==> src/rtl/tmr_pkg.sv <==
// Shared encodings, register map and helpers for the 8-bit timer channel.
package tmr_pkg;

    localparam logic [2:0] ADDR_TCR   = 3'd0;
    localparam logic [2:0] ADDR_TCSR  = 3'd1;
    localparam logic [2:0] ADDR_TCORA = 3'd2;
    localparam logic [2:0] ADDR_TCORB = 3'd3;
    localparam logic [2:0] ADDR_TCNT  = 3'd4;

    typedef enum logic [2:0] {
        CKS_STOP     = 3'b000,
        CKS_DIV8     = 3'b001,
        CKS_DIV64    = 3'b010,
        CKS_DIV8192  = 3'b011,
        CKS_EXT_RISE = 3'b100,
        CKS_EXT_FALL = 3'b101,
        CKS_EXT_BOTH = 3'b110,
        CKS_STOP_ALT = 3'b111
    } cks_e;

    typedef enum logic [1:0] {
        CCLR_NONE    = 2'b00,
        CCLR_MATCH_A = 2'b01,
        CCLR_MATCH_B = 2'b10,
        CCLR_EXT     = 2'b11
    } cclr_e;

    typedef enum logic [1:0] {
        OS_NONE   = 2'b00,
        OS_LOW    = 2'b01,
        OS_HIGH   = 2'b10,
        OS_TOGGLE = 2'b11
    } os_e;

    localparam int TCR_CMIEB    = 7;
    localparam int TCR_CMIEA    = 6;
    localparam int TCR_OVIE     = 5;
    localparam int TCR_CCLR_LSB = 3;
    localparam int TCR_CKS_LSB  = 0;

    localparam int TCSR_CMFB    = 7;
    localparam int TCSR_CMFA    = 6;
    localparam int TCSR_OVF     = 5;
    localparam int TCSR_OSB_LSB = 2;
    localparam int TCSR_OSA_LSB = 0;

    localparam int DIV_EXP_0 = 3;
    localparam int DIV_EXP_1 = 6;
    localparam int DIV_EXP_2 = 13;

    function automatic int div_exp(input int idx);
        case (idx)
            0:       return DIV_EXP_0;
            1:       return DIV_EXP_1;
            default: return DIV_EXP_2;
        endcase
    endfunction

    // Coincident A/B matches resolve as toggle > high > low.
    function automatic logic tmo_resolve(input logic cur, input logic ma, input logic mb,
                                         input os_e osa, input os_e osb);
        os_e eff;
        eff = OS_NONE;
        if (ma && mb) begin
            if (osa == OS_TOGGLE || osb == OS_TOGGLE)
                eff = OS_TOGGLE;
            else if (osa == OS_HIGH || osb == OS_HIGH)
                eff = OS_HIGH;
            else if (osa == OS_LOW || osb == OS_LOW)
                eff = OS_LOW;
        end else if (ma) begin
            eff = osa;
        end else if (mb) begin
            eff = osb;
        end
        case (eff)
            OS_LOW:    return 1'b0;
            OS_HIGH:   return 1'b1;
            OS_TOGGLE: return ~cur;
            default:   return cur;
        endcase
    endfunction

endpackage

==> src/rtl/tmr_input_sync.sv <==
// Two-flop synchronizer for an asynchronous pin plus one-cycle rise/fall pulses.
module tmr_input_sync (
    input  logic clk,
    input  logic rst,
    input  logic din,
    output logic rise,
    output logic fall
);

    logic meta_reg;
    logic sync_reg;
    logic prev_reg;

    always_ff @(posedge clk) begin
        if (rst) begin
            meta_reg <= 1'b0;
            sync_reg <= 1'b0;
            prev_reg <= 1'b0;
        end else begin
            meta_reg <= din;
            sync_reg <= meta_reg;
            prev_reg <= sync_reg;
        end
    end

    assign rise = sync_reg & ~prev_reg;
    assign fall = ~sync_reg & prev_reg;

endmodule

==> src/rtl/tmr_channel_ctrl.sv <==
// One 8-bit timer channel: register file, count-clock select, clear policy,
// compare/overflow flags, TMO output and interrupt requests.
module tmr_channel_ctrl
    import tmr_pkg::*;
#(
    parameter int BIT_WIDTH   = 8,
    parameter int PRESC_WIDTH = 13
) (
    input  logic                 clk,
    input  logic                 rst,
    input  logic [2:0]           addr,
    input  logic                 wr,
    input  logic                 rd,
    input  logic [BIT_WIDTH-1:0] wdata,
    output logic [BIT_WIDTH-1:0] rdata,
    input  logic                 tmci,
    input  logic                 tmri,
    output logic                 tmo,
    output logic                 irq_cma,
    output logic                 irq_cmb,
    output logic                 irq_ovf
);

    logic [BIT_WIDTH-1:0]   tcnt_reg;
    logic [BIT_WIDTH-1:0]   tcnt_next;
    logic [BIT_WIDTH-1:0]   tcora_reg;
    logic [BIT_WIDTH-1:0]   tcorb_reg;
    logic [BIT_WIDTH-1:0]   tcr_reg;
    logic [BIT_WIDTH-1:0]   rdata_reg;
    logic [BIT_WIDTH-1:0]   rd_sel;
    logic [7:0]             tcsr_view;
    os_e                    osa_reg;
    os_e                    osb_reg;
    logic [PRESC_WIDTH-1:0] presc_reg;
    logic [2:0]             div_tick;
    logic [2:0]             flags;
    logic [2:0]             set_vec;
    logic                   tmo_reg;
    logic                   tick;
    logic                   match_a;
    logic                   match_b;
    logic                   ovf_evt;
    logic                   ci_rise;
    logic                   ci_fall;
    logic                   ri_rise;
    logic                   tmri_fall_unused;
    logic                   wr_tcsr;
    logic                   rd_tcsr;
    cks_e                   cks;
    cclr_e                  cclr;

    genvar gi;

    tmr_input_sync u_tmci_sync (
        .clk  (clk),
        .rst  (rst),
        .din  (tmci),
        .rise (ci_rise),
        .fall (ci_fall)
    );

    tmr_input_sync u_tmri_sync (
        .clk  (clk),
        .rst  (rst),
        .din  (tmri),
        .rise (ri_rise),
        .fall (tmri_fall_unused)
    );

    always_ff @(posedge clk) begin
        if (rst)
            presc_reg <= '0;
        else
            presc_reg <= presc_reg + 1'b1;
    end

    for (gi = 0; gi < 3; gi++) begin : g_div
        localparam int EXP = div_exp(gi);
        assign div_tick[gi] = &presc_reg[EXP-1:0];
    end

    assign cks     = cks_e'(tcr_reg[TCR_CKS_LSB +: 3]);
    assign cclr    = cclr_e'(tcr_reg[TCR_CCLR_LSB +: 2]);
    assign wr_tcsr = wr && (addr == ADDR_TCSR);
    assign rd_tcsr = rd && (addr == ADDR_TCSR);

    always_comb begin
        tick = 1'b0;
        case (cks)
            CKS_DIV8:     tick = div_tick[0];
            CKS_DIV64:    tick = div_tick[1];
            CKS_DIV8192:  tick = div_tick[2];
            CKS_EXT_RISE: tick = ci_rise;
            CKS_EXT_FALL: tick = ci_fall;
            CKS_EXT_BOTH: tick = ci_rise | ci_fall;
            default:      tick = 1'b0;
        endcase
    end

    // Compares use the pre-update TCNT and the pre-write TCOR values.
    assign match_a = tick && (tcnt_reg == tcora_reg);
    assign match_b = tick && (tcnt_reg == tcorb_reg);
    assign ovf_evt = tick && (tcnt_reg == '1);
    assign set_vec = {match_b, match_a, ovf_evt};

    always_comb begin
        tcnt_next = tcnt_reg;
        if (wr && addr == ADDR_TCNT)
            tcnt_next = wdata;
        else if (cclr == CCLR_EXT && ri_rise)
            tcnt_next = '0;
        else if ((cclr == CCLR_MATCH_A && match_a) || (cclr == CCLR_MATCH_B && match_b))
            tcnt_next = '0;
        else if (tick)
            tcnt_next = tcnt_reg + 1'b1;
    end

    // Flag i lives at TCSR bit TCSR_OVF+i; it may only be cleared after a
    // TCSR read has observed it set (armed).
    for (gi = 0; gi < 3; gi++) begin : g_flag
        logic flag_reg;
        logic armed_reg;

        always_ff @(posedge clk) begin
            if (rst) begin
                flag_reg  <= 1'b0;
                armed_reg <= 1'b0;
            end else if (set_vec[gi]) begin
                flag_reg  <= 1'b1;
                armed_reg <= 1'b0;
            end else if (wr_tcsr && !wdata[TCSR_OVF+gi] && armed_reg) begin
                flag_reg  <= 1'b0;
                armed_reg <= 1'b0;
            end else if (rd_tcsr && flag_reg) begin
                armed_reg <= 1'b1;
            end
        end

        assign flags[gi] = flag_reg;
    end

    assign tcsr_view = {flags, 1'b0, 2'(osb_reg), 2'(osa_reg)};

    always_comb begin
        rd_sel = '0;
        case (addr)
            ADDR_TCR:   rd_sel = tcr_reg;
            ADDR_TCSR:  rd_sel = BIT_WIDTH'(tcsr_view);
            ADDR_TCORA: rd_sel = tcora_reg;
            ADDR_TCORB: rd_sel = tcorb_reg;
            ADDR_TCNT:  rd_sel = tcnt_reg;
            default:    rd_sel = '0;
        endcase
    end

    always_ff @(posedge clk) begin
        if (rst) begin
            tcnt_reg  <= '0;
            tcora_reg <= '1;
            tcorb_reg <= '1;
            tcr_reg   <= '0;
            osa_reg   <= OS_NONE;
            osb_reg   <= OS_NONE;
            tmo_reg   <= 1'b0;
            rdata_reg <= '0;
        end else begin
            tcnt_reg <= tcnt_next;
            tmo_reg  <= tmo_resolve(tmo_reg, match_a, match_b, osa_reg, osb_reg);
            if (rd)
                rdata_reg <= rd_sel;
            if (wr) begin
                case (addr)
                    ADDR_TCR:   tcr_reg <= wdata;
                    ADDR_TCSR: begin
                        osb_reg <= os_e'(wdata[TCSR_OSB_LSB +: 2]);
                        osa_reg <= os_e'(wdata[TCSR_OSA_LSB +: 2]);
                    end
                    ADDR_TCORA: tcora_reg <= wdata;
                    ADDR_TCORB: tcorb_reg <= wdata;
                    default: ;
                endcase
            end
        end
    end

    assign rdata   = rdata_reg;
    assign tmo     = tmo_reg;
    assign irq_cma = flags[TCSR_CMFA-TCSR_OVF] & tcr_reg[TCR_CMIEA];
    assign irq_cmb = flags[TCSR_CMFB-TCSR_OVF] & tcr_reg[TCR_CMIEB];
    assign irq_ovf = flags[0] & tcr_reg[TCR_OVIE];

endmodule

==> config.mk <==
export PLATFORM = sky130hd
export DESIGN_NAME = tmr_channel_ctrl
export DESIGN_NICKNAME = d
export VERILOG_FILES = /design/src/rtl/tmr_pkg.sv /design/src/rtl/tmr_input_sync.sv /design/src/rtl/tmr_channel_ctrl.sv
export SDC_FILE = /design/constraint.sdc
export NUM_CORES = 1
export LEC_CHECK = 0
export BUFFER_PORTS_ARGS = -buffer_cell sky130_fd_sc_hd__buf_4
export CORE_UTILIZATION = 55
export DETAILED_ROUTE_END_ITERATION = 8
export PLACE_DENSITY = 0.74
export RECOVER_POWER = 100
export SLEW_MARGIN = 30
export SYNTH_ARGS = -nofsm -noshare
export SYNTH_HDL_FRONTEND = slang
export SYNTH_HIERARCHICAL = 1
export SYNTH_SLANG_ARGS = --single-unit
==> constraint.sdc <==
create_clock -name clk -period 2.75 [get_ports clk]
set_input_delay 0.1375 -clock clk [delete_from_list [all_inputs] [get_ports clk]]
set_output_delay 0.1375 -clock clk [all_outputs]
set_load 0.03 [all_outputs]
==> qor.csv <==
metric,value,unit
switching share of power,24.0,%
CP Launch Type,flop,
Crit. End Element,flop,
GRT overflow,0,
first-pass GRT wire length,14700,um
clock sink total,70,
R2R Setup Slk,350,ps
gr usage total,27.2,%
Total Power,2.45,mW
cts bufs inserted,9,
vias in the first global route,3003,
HP Class,in2reg,
post-CTS setup buffers,0,
metal3 WL,489,um
fin worst setup slack,351,ps
Mapped Cells,420,
Synth Warn #,6,
Initial Util,56.9,%
WL final,8890,um
Critical Path RT,2940,ps
Final ANT Viol Nets,0,
RR Startpoint,presc_reg[0],
clock power share,46.2,%
H-tree depth reported by CTS,3,
max layer used,met4,
Mapped Nets,440,
worst reg-to-reg path cell count,7,
WP data arrival,2590,ps
met2 wire length,4190,um
Vias,3133,
Worst setup endpoint,tcnt_reg[1],
# rows,29,
RR Endpoint,tcnt_reg[1],
Post-CTS Resized,0,
f_max,417,MHz
"Cell Area, Synth",3620,um2
Seq pwr share,44.6,%
CTS root buf,clkbuf_8,
pwr dens,608,nW/um2
# diodes,0,
GPL Wtd Cong,0.865,
DP Worst Slack,433,ps
final setup TNS,0,ps
Worst Skew,11.8,ps
largest net degree at the start of global routing,74,
Final Hold Fails,0,
Pleak,1.49,nW
DRC,0,
worst setup path class,reg2reg,
average size of a mapped cell,8.61,um2
HPWL Detailed,5940,um
# nets final,458,
hold slack final,22.7,ps
synthesis-to-layout area growth,11.5,%
TritonCTS clock tree,built,
initial antenna violation count,0,
CP startpoint,presc_reg[0],
"Slew Viols, Final",0,
Comb pwr share,9.2,%
share of cells above drive strength 1,11.5,%
VDD IR-drop max,446,uV
"Clk Latency, worst-skew pair",360,ps
RSZ-0062 raised after global routing,no,
wire per inst,17.1,um
Period minus WS final,2400,ps
final setup violation count,0,
M1 WL,3970,um
Max-Cap Viols,0,
Placement Cell Area,3810,um2
post-layout util,63.5,%
"critical path fanouts, max",13,
Port Buf Inserts,28,
Die Width,83.1,um
starting DRC count in detailed routing,225,
die area,6900,um2
fin crit share,87.2,%
Slew @ Worst Pin,1460,ps
die height,83.1,um
Rel. slew slack,2.42,%
status,"finished, final reports clean",
Via density,6.03,
max FFs per register,13,
final instance area,4030,um2
1st-pass router iterations,5,
cts hold-fix bufs,2,
core area,6350,um2
Bufs on Longest Clock Path,2,
P_sw,589,uW
Int Pwr,1.86,mW
# placed instances,502,
Ports,29,
Finished Layout Cells,520,
clock-pin slew on the worst setup and hold paths,70,ps
-- worst max-delay path, stage by stage (launching register included) --
cell	delay, ps
dfxtp_1	330
ha_1	210
and3_1	210
and3_1	230
a41oi_2	590
and2_1	400
nor2b_1	200
nor3_2	50
-- power groups by stage --
stage | Combinational, mW | Clock [mW] | Sequential [mW]
3_5_place_dp | 0.224 | 0 | 1.12
3_3_place_gp | 0.220 | 0 | 1.11
5_1_grt | 0.246 | 1.19 | 1.10
2_1_floorplan | 0.174 | 0 | 1.10
4_1_cts | 0.229 | 1.14 | 1.09
6_report | 0.226 | 1.13 | 1.09
-- cells in the final DEF, fill, tap and decap left out, drive strengths merged, types with 12 or more instances in the layout --
cell    instances
nand2          42
mux2i          19
nor2           42
nand3b         13
a21oi          38
xor2           20
nor2b          30
dfxtp          70
clkbuf         26
buf            16
nand3          12
-- cell type report --
cell class | count | area, um2
fillers | 556 | 2320
flip-flops and latches | 70 | 1400
clock buffers | 11 | 141
multi-input cells | 321 | 2050
clock inverters | 5 | 129
well taps | 77 | 96.3
inverters | 3 | 11.3
repair buffers | 33 | 198
-- layer usage --
metal	vias to the layer above	GRT usage [%]
met5	-	0
met4	0	14.3
met3	17	4.77
met2	100	44.3
met1	1512	34.4
li1	1504	-
-- how the worst min path moves through the flow --
stage          startpoint                   end  slack, ps  cells past startpoint
6_report         wdata[4]          tcora_reg[4]         20                      2
5_1_grt          wdata[4]          tcora_reg[4]         30                      2
3_5_place_dp         tmri  u_tmri_sync/meta_reg        360                      2
4_1_cts          wdata[4]          tcora_reg[4]         10                      2
3_3_place_gp         tmri  u_tmri_sync/meta_reg        350                      2
2_1_floorplan         rst  u_tmci_sync/meta_reg        210                      1
Note: power is estimated with default switching activity, not from simulation.
